--- src/rtl/control_sequencer.sv ---
// Microcoded control sequencer for an 8-bit bus CPU: a T0..T4 step counter plus a
// sticky halt flag. All control lines are decoded combinationally from that state.
module control_sequencer (
    input  logic       clk,
    input  logic       rst,
    input  logic [3:0] opcode,
    input  logic       carry,
    input  logic       zero,
    output logic       pc_out,
    output logic       pc_inc,
    output logic       pc_jump,
    output logic       mar_in,
    output logic       ram_in,
    output logic       ram_out,
    output logic       ir_in,
    output logic       ir_out,
    output logic       a_in,
    output logic       a_out,
    output logic       b_in,
    output logic       alu_out,
    output logic       alu_sub,
    output logic       flags_in,
    output logic       out_in,
    output logic       halted,
    output logic [2:0] step
);

    localparam logic [2:0] T0 = 3'd0;
    localparam logic [2:0] T1 = 3'd1;
    localparam logic [2:0] T2 = 3'd2;
    localparam logic [2:0] T3 = 3'd3;
    localparam logic [2:0] T4 = 3'd4;

    localparam logic [3:0] OP_LDA = 4'h1;
    localparam logic [3:0] OP_ADD = 4'h2;
    localparam logic [3:0] OP_SUB = 4'h3;
    localparam logic [3:0] OP_STA = 4'h4;
    localparam logic [3:0] OP_LDI = 4'h5;
    localparam logic [3:0] OP_JMP = 4'h6;
    localparam logic [3:0] OP_JC  = 4'h7;
    localparam logic [3:0] OP_JZ  = 4'h8;
    localparam logic [3:0] OP_OUT = 4'hE;
    localparam logic [3:0] OP_HLT = 4'hF;

    logic [2:0] step_q;
    logic       halt_q;
    logic [2:0] last_step;

    assign step   = step_q;
    assign halted = halt_q;

    // Final microstep of each instruction; NOP and undefined opcodes stop after fetch.
    always_comb begin
        last_step = T1;
        case (opcode)
            OP_LDA, OP_STA:                         last_step = T3;
            OP_ADD, OP_SUB:                         last_step = T4;
            OP_LDI, OP_JMP, OP_JC, OP_JZ, OP_OUT,
            OP_HLT:                                 last_step = T2;
            default:                                last_step = T1;
        endcase
    end

    // HLT freezes the counter at T2; only reset releases it.
    always_ff @(posedge clk or posedge rst) begin
        if (rst) begin
            step_q <= T0;
            halt_q <= 1'b0;
        end else if (!halt_q) begin
            if (step_q == T2 && opcode == OP_HLT) begin
                halt_q <= 1'b1;
            end else if (step_q == last_step || step_q >= T4) begin
                step_q <= T0;
            end else begin
                step_q <= step_q + 3'd1;
            end
        end
    end

    always_comb begin
        pc_out   = 1'b0;
        pc_inc   = 1'b0;
        pc_jump  = 1'b0;
        mar_in   = 1'b0;
        ram_in   = 1'b0;
        ram_out  = 1'b0;
        ir_in    = 1'b0;
        ir_out   = 1'b0;
        a_in     = 1'b0;
        a_out    = 1'b0;
        b_in     = 1'b0;
        alu_out  = 1'b0;
        alu_sub  = 1'b0;
        flags_in = 1'b0;
        out_in   = 1'b0;
        if (!rst && !halt_q) begin
            case (step_q)
                T0: begin
                    pc_out = 1'b1;
                    mar_in = 1'b1;
                end
                T1: begin
                    ram_out = 1'b1;
                    ir_in   = 1'b1;
                    pc_inc  = 1'b1;
                end
                T2: begin
                    case (opcode)
                        OP_LDA, OP_ADD, OP_SUB, OP_STA: begin
                            ir_out = 1'b1;
                            mar_in = 1'b1;
                        end
                        OP_LDI: begin
                            ir_out = 1'b1;
                            a_in   = 1'b1;
                        end
                        OP_JMP: begin
                            ir_out  = 1'b1;
                            pc_jump = 1'b1;
                        end
                        OP_JC: begin
                            ir_out  = carry;
                            pc_jump = carry;
                        end
                        OP_JZ: begin
                            ir_out  = zero;
                            pc_jump = zero;
                        end
                        OP_OUT: begin
                            a_out  = 1'b1;
                            out_in = 1'b1;
                        end
                        default: ;
                    endcase
                end
                T3: begin
                    case (opcode)
                        OP_LDA: begin
                            ram_out = 1'b1;
                            a_in    = 1'b1;
                        end
                        OP_ADD, OP_SUB: begin
                            ram_out = 1'b1;
                            b_in    = 1'b1;
                        end
                        OP_STA: begin
                            a_out  = 1'b1;
                            ram_in = 1'b1;
                        end
                        default: ;
                    endcase
                end
                T4: begin
                    if (opcode == OP_ADD || opcode == OP_SUB) begin
                        alu_out  = 1'b1;
                        a_in     = 1'b1;
                        flags_in = 1'b1;
                        alu_sub  = (opcode == OP_SUB);
                    end
                end
                default: ;
            endcase
        end
    end

endmodule
--- config.mk ---
export PLATFORM = sky130hd
export DESIGN_NAME = control_sequencer
export DESIGN_NICKNAME = d
export VERILOG_FILES = /design/src/rtl/control_sequencer.sv
export SDC_FILE = /design/constraint.sdc
export NUM_CORES = 1
export LEC_CHECK = 0
export BUFFER_PORTS_ARGS = -buffer_cell sky130_fd_sc_hd__buf_2
export CAP_MARGIN = 25
export CORE_UTILIZATION = 35
export CTS_BUF_LIST = sky130_fd_sc_hd__clkbuf_16
export CTS_CLUSTER_DIAMETER = 80
export CTS_CLUSTER_SIZE = 28
export DETAILED_ROUTE_END_ITERATION = 10
export GPL_ROUTABILITY_DRIVEN = 0
export PLACE_DENSITY_LB_ADDON = 0.3
export SLEW_MARGIN = 40
export SYNTH_ARGS = -nofsm -noshare
export SYNTH_HDL_FRONTEND = slang
export SYNTH_SLANG_ARGS = --single-unit
--- constraint.sdc ---
create_clock -name clk -period 1.76 [get_ports clk]
set_input_delay 0.352 -clock clk [delete_from_list [all_inputs] [get_ports clk]]
set_output_delay 0.352 -clock clk [all_outputs]
set_load 0.02 [all_outputs]
==> flow_summary.yaml <==
run_status:
  status: "complete, but fails checks"
  violations: "setup timing"
clock_tree:
  htreeDepth: 1
  cts_tree: "yes"
  clockRootBuffer: "clkbuf_16"
  clk_pin_slew_worst_paths_ns: 0.03
  cts.hold.buffers_added: 0
  cts_buffer_depth: 2
  cts_buffers: 3
  clock_sinks: 4
  insertion_delay_ns: 0.23
power_and_ir_drop:
  seqPwrFrac_pct: 10.7
  ir_drop_uv: 991
  power.density_nw_per_um2: 1330
  combPwrFrac_pct: 67.9
  p_clk_share_pct: 21.4
  switching_share_pct: 42.5
  power.switching_mw: 0.729
  p_int_mw: 0.986
  p_leak_nw: 0.559
worst_setup_path:
  cp_max_fo: 3
  worst_setup_path_end_kind: "output pin"
  crit_arrival_ns: 1.71
  path_cells: "buf_6, inv_4, ha_4, nand4b_1, a2111oi_4, buf_4"
  start_kind: "flop"
  critical_path_class: "reg -> out"
  critPathMaxStageDelay_ns: 0.44
  slowest_stage: "dfrtp_2"
  critPathRequiredTime_ns: 1.41
floorplan:
  ios: 27
  die_height_um: 46.8
  std_cell_rows: 15
  dieWidth_um: 46.8
  coreArea_sq_um: 1800
  initial_core_util_pct: 39.0
  die-area_sq_um: 2190
timing:
  setup_viol: 13
  max_freq_mhz: 484
  hold_ws_ns: 0.00830
  rsz0062_at_grt: "yes"
  period_minus_slack_ns: 2.07
  worstMarginPinSlew_ns: 0.451
  fin_ws_ns: -0.306
  min_period_over_period_pct: 117
  finClkSkew_ns: 0.00624
  slew_violations: 0
  hold_violations: 0
  slew_headroom_pct: 69.8
  fin_setup_tns_ns: -2.25
placement:
  dp.cells: 151
  hpwl_um: 1640
  port-buffer-count: 26
detailed_routing:
  drt_pre_antenna_iters: 4
  drt_iter0_markers: 20
  drcViolationCount: 0
  postRouteAntennaNets: 0
  wl_um: 2270
  wl_per_cell_um: 14.5
  via_per_inst: 5.35
  vias: 834
logic_synthesis:
  synthFlopType: "dfrtp_1"
  yosys_warnings: 0
  synth_top_cell_by_area: "dfrtp_1"
  syn_inst: 85
  synth-edff-count: 0
  synthArstFlopShare_pct: 100
  syn-num-nets: 98
  syn_avg_cell_area_sq_um: 8.27
  synth_top_area_share_pct: 14.2
  yosysSeqAreaShare_pct: 14.2
  synth-seq-cells: 4
  syn_area_sq_um: 703
  ys_top_cells_by_area: "dfrtp_1 14%, buf_6 9.6%, ha_1 8.9%"
  yosysUniqueCellTypes: 40
global_route:
  antenna_found_initial: 0
  first_global_vias: 805
  grt_use_total_pct: 24.3
  grt_max_degree: 10
  grt_pass1_wl_um: 3610
  overflow: 0
final_layout:
  drive_above_1_share_pct: 64.9
  synthToLayoutAreaGrowth_pct: 82.7
  num_antenna_cells: 0
  fillers: 132
  nets: 145
  fin_cells: 156
job:
  max_cap_viol_count: 0
hold_path:
  min_path_type: "in -> async"
[cell type report]
| type | count | area (sq um) | area share, % |
|---|---|---|---|
| multi-input cells | 66 | 651 | 50.6 |
| repair buffers | 51 | 394 | 30.7 |
| flip-flops and latches | 4 | 103 | 7.98 |
| clock buffers | 3 | 75.1 | 5.84 |
| well taps | 25 | 31.3 | 2.43 |
| inverters | 6 | 27.5 | 2.14 |
| clock inverters | 1 | 3.75 | 0.292 |
[path summary, 6_finish.rpt]
path	startpoint	to	slack [ns]	cells past startpoint
max in group asynchronous	rst	step[0]	1.59	2
setup reg to reg	step[1]	step[2]	0.13	6
hold reg to reg	step[2]	step[2]	0.64	3
min in group clk	opcode[0]	halted	0.61	3
setup / recovery	step[1]	a_in	-0.31	6
hold / removal	rst	step[1]	0.008	2
[through the flow]
| stage | setup slack, ns | power (mW) | cell area (sq um) | utilization [%] |
|---|---|---|---|---|
| finish | -0.306 | 1.71 | 1280 | 71.3 |
| floorplan | -0.208 | 0.768 | 817 | - |
| global route | -0.345 | 1.82 | 1280 | 71.3 |
| global placement | -0.0910 | 1.10 | 1060 | 59.0 |
| detailed placement | -0.120 | 1.13 | 1060 | 59.0 |
| CTS | -0.289 | 1.63 | 1250 | 69.2 |
[critical path, delay by kind of cell (launching register included)]
family	cells	cell delay [ns]
AO/OA/AOI/OAI	1	0.37
adder cells (fa/ha/maj)	1	0.15
buffers and inverters	3	0.39
flip-flops	1	0.44
AND/OR/NAND/NOR	1	0.15
[what timing repair did]
item | 4_1_cts | 5_1_grt
buffers inserted | 1 | 0
pin swaps | 6 | 1
resized for setup | 30 | 11
endpoints found under the hold margin | 0 | 0
endpoints found under the setup margin | 15 | 15
[cell families (layout without fill, tap and decap cells)]
family	Yosys count	after routing	share of synthesized area, %
buffers and inverters	15	61	16.9
DFF	4	4	14.2
and+or+nand+nor	41	41	37.4
xor gates and xnor gates	1	1	1.25
muxes	1	1	1.60
AOI/OAI and AO/OA	18	18	19.8
adders and majority gates	5	5	8.90
[synth_stat cells (all sizes together) (2+ instances only)]
library cell  n
ha            5
a21oi         2
nand3b        2
o21ai         2
nor2          7
and3          3
nor2b         2
dfrtp         4
nor3b         2
nor4          2
o211ai        2
nand4b        4
inv           6
o31ai         2
buf           8
nand2         9
a211oi        2
[sequential cells by signal, indices dropped and copies added (netlist names)]
| name | count |
|---|---|
| step | 3 |
| halted | 1 |
[layer usage]
layer	share of wire, %	wire length [um]	global-route usage [%]	vias up
met5	0	0	0	-
met4	1.7	39	13.1	0
met3	3.3	75	3.85	5
met2	52	1180	41.1	28
met1	43	979	29.5	401
li1	-	-	-	400
[power groups by stage]
| stage | logic (mW) | clock network [mW] | registers, mW |
|---|---|---|---|
| after floorplan | 0.506 | 0 | 0.262 |
| after global placement | 0.924 | 0 | 0.175 |
| after detailed placement | 0.951 | 0 | 0.178 |
| after CTS | 1.08 | 0.371 | 0.181 |
| after global routing | 1.25 | 0.377 | 0.188 |
| final | 1.16 | 0.368 | 0.183 |
[cells in the final DEF, fill, tap and decap left out, drive strengths merged, types with 2 or more instances in the layout]
master and count:
o211ai 2, nand3b 2, ha 5, dfrtp 4, nor4 2, nor2 7
nand2 9, nor2b 2, nand4b 4, inv 7, buf 51, clkbuf 3
nor3b 2, and3 3, o21ai 2, a211oi 2, a21oi 2, o31ai 2
Power figures use the tool's default switching activity.
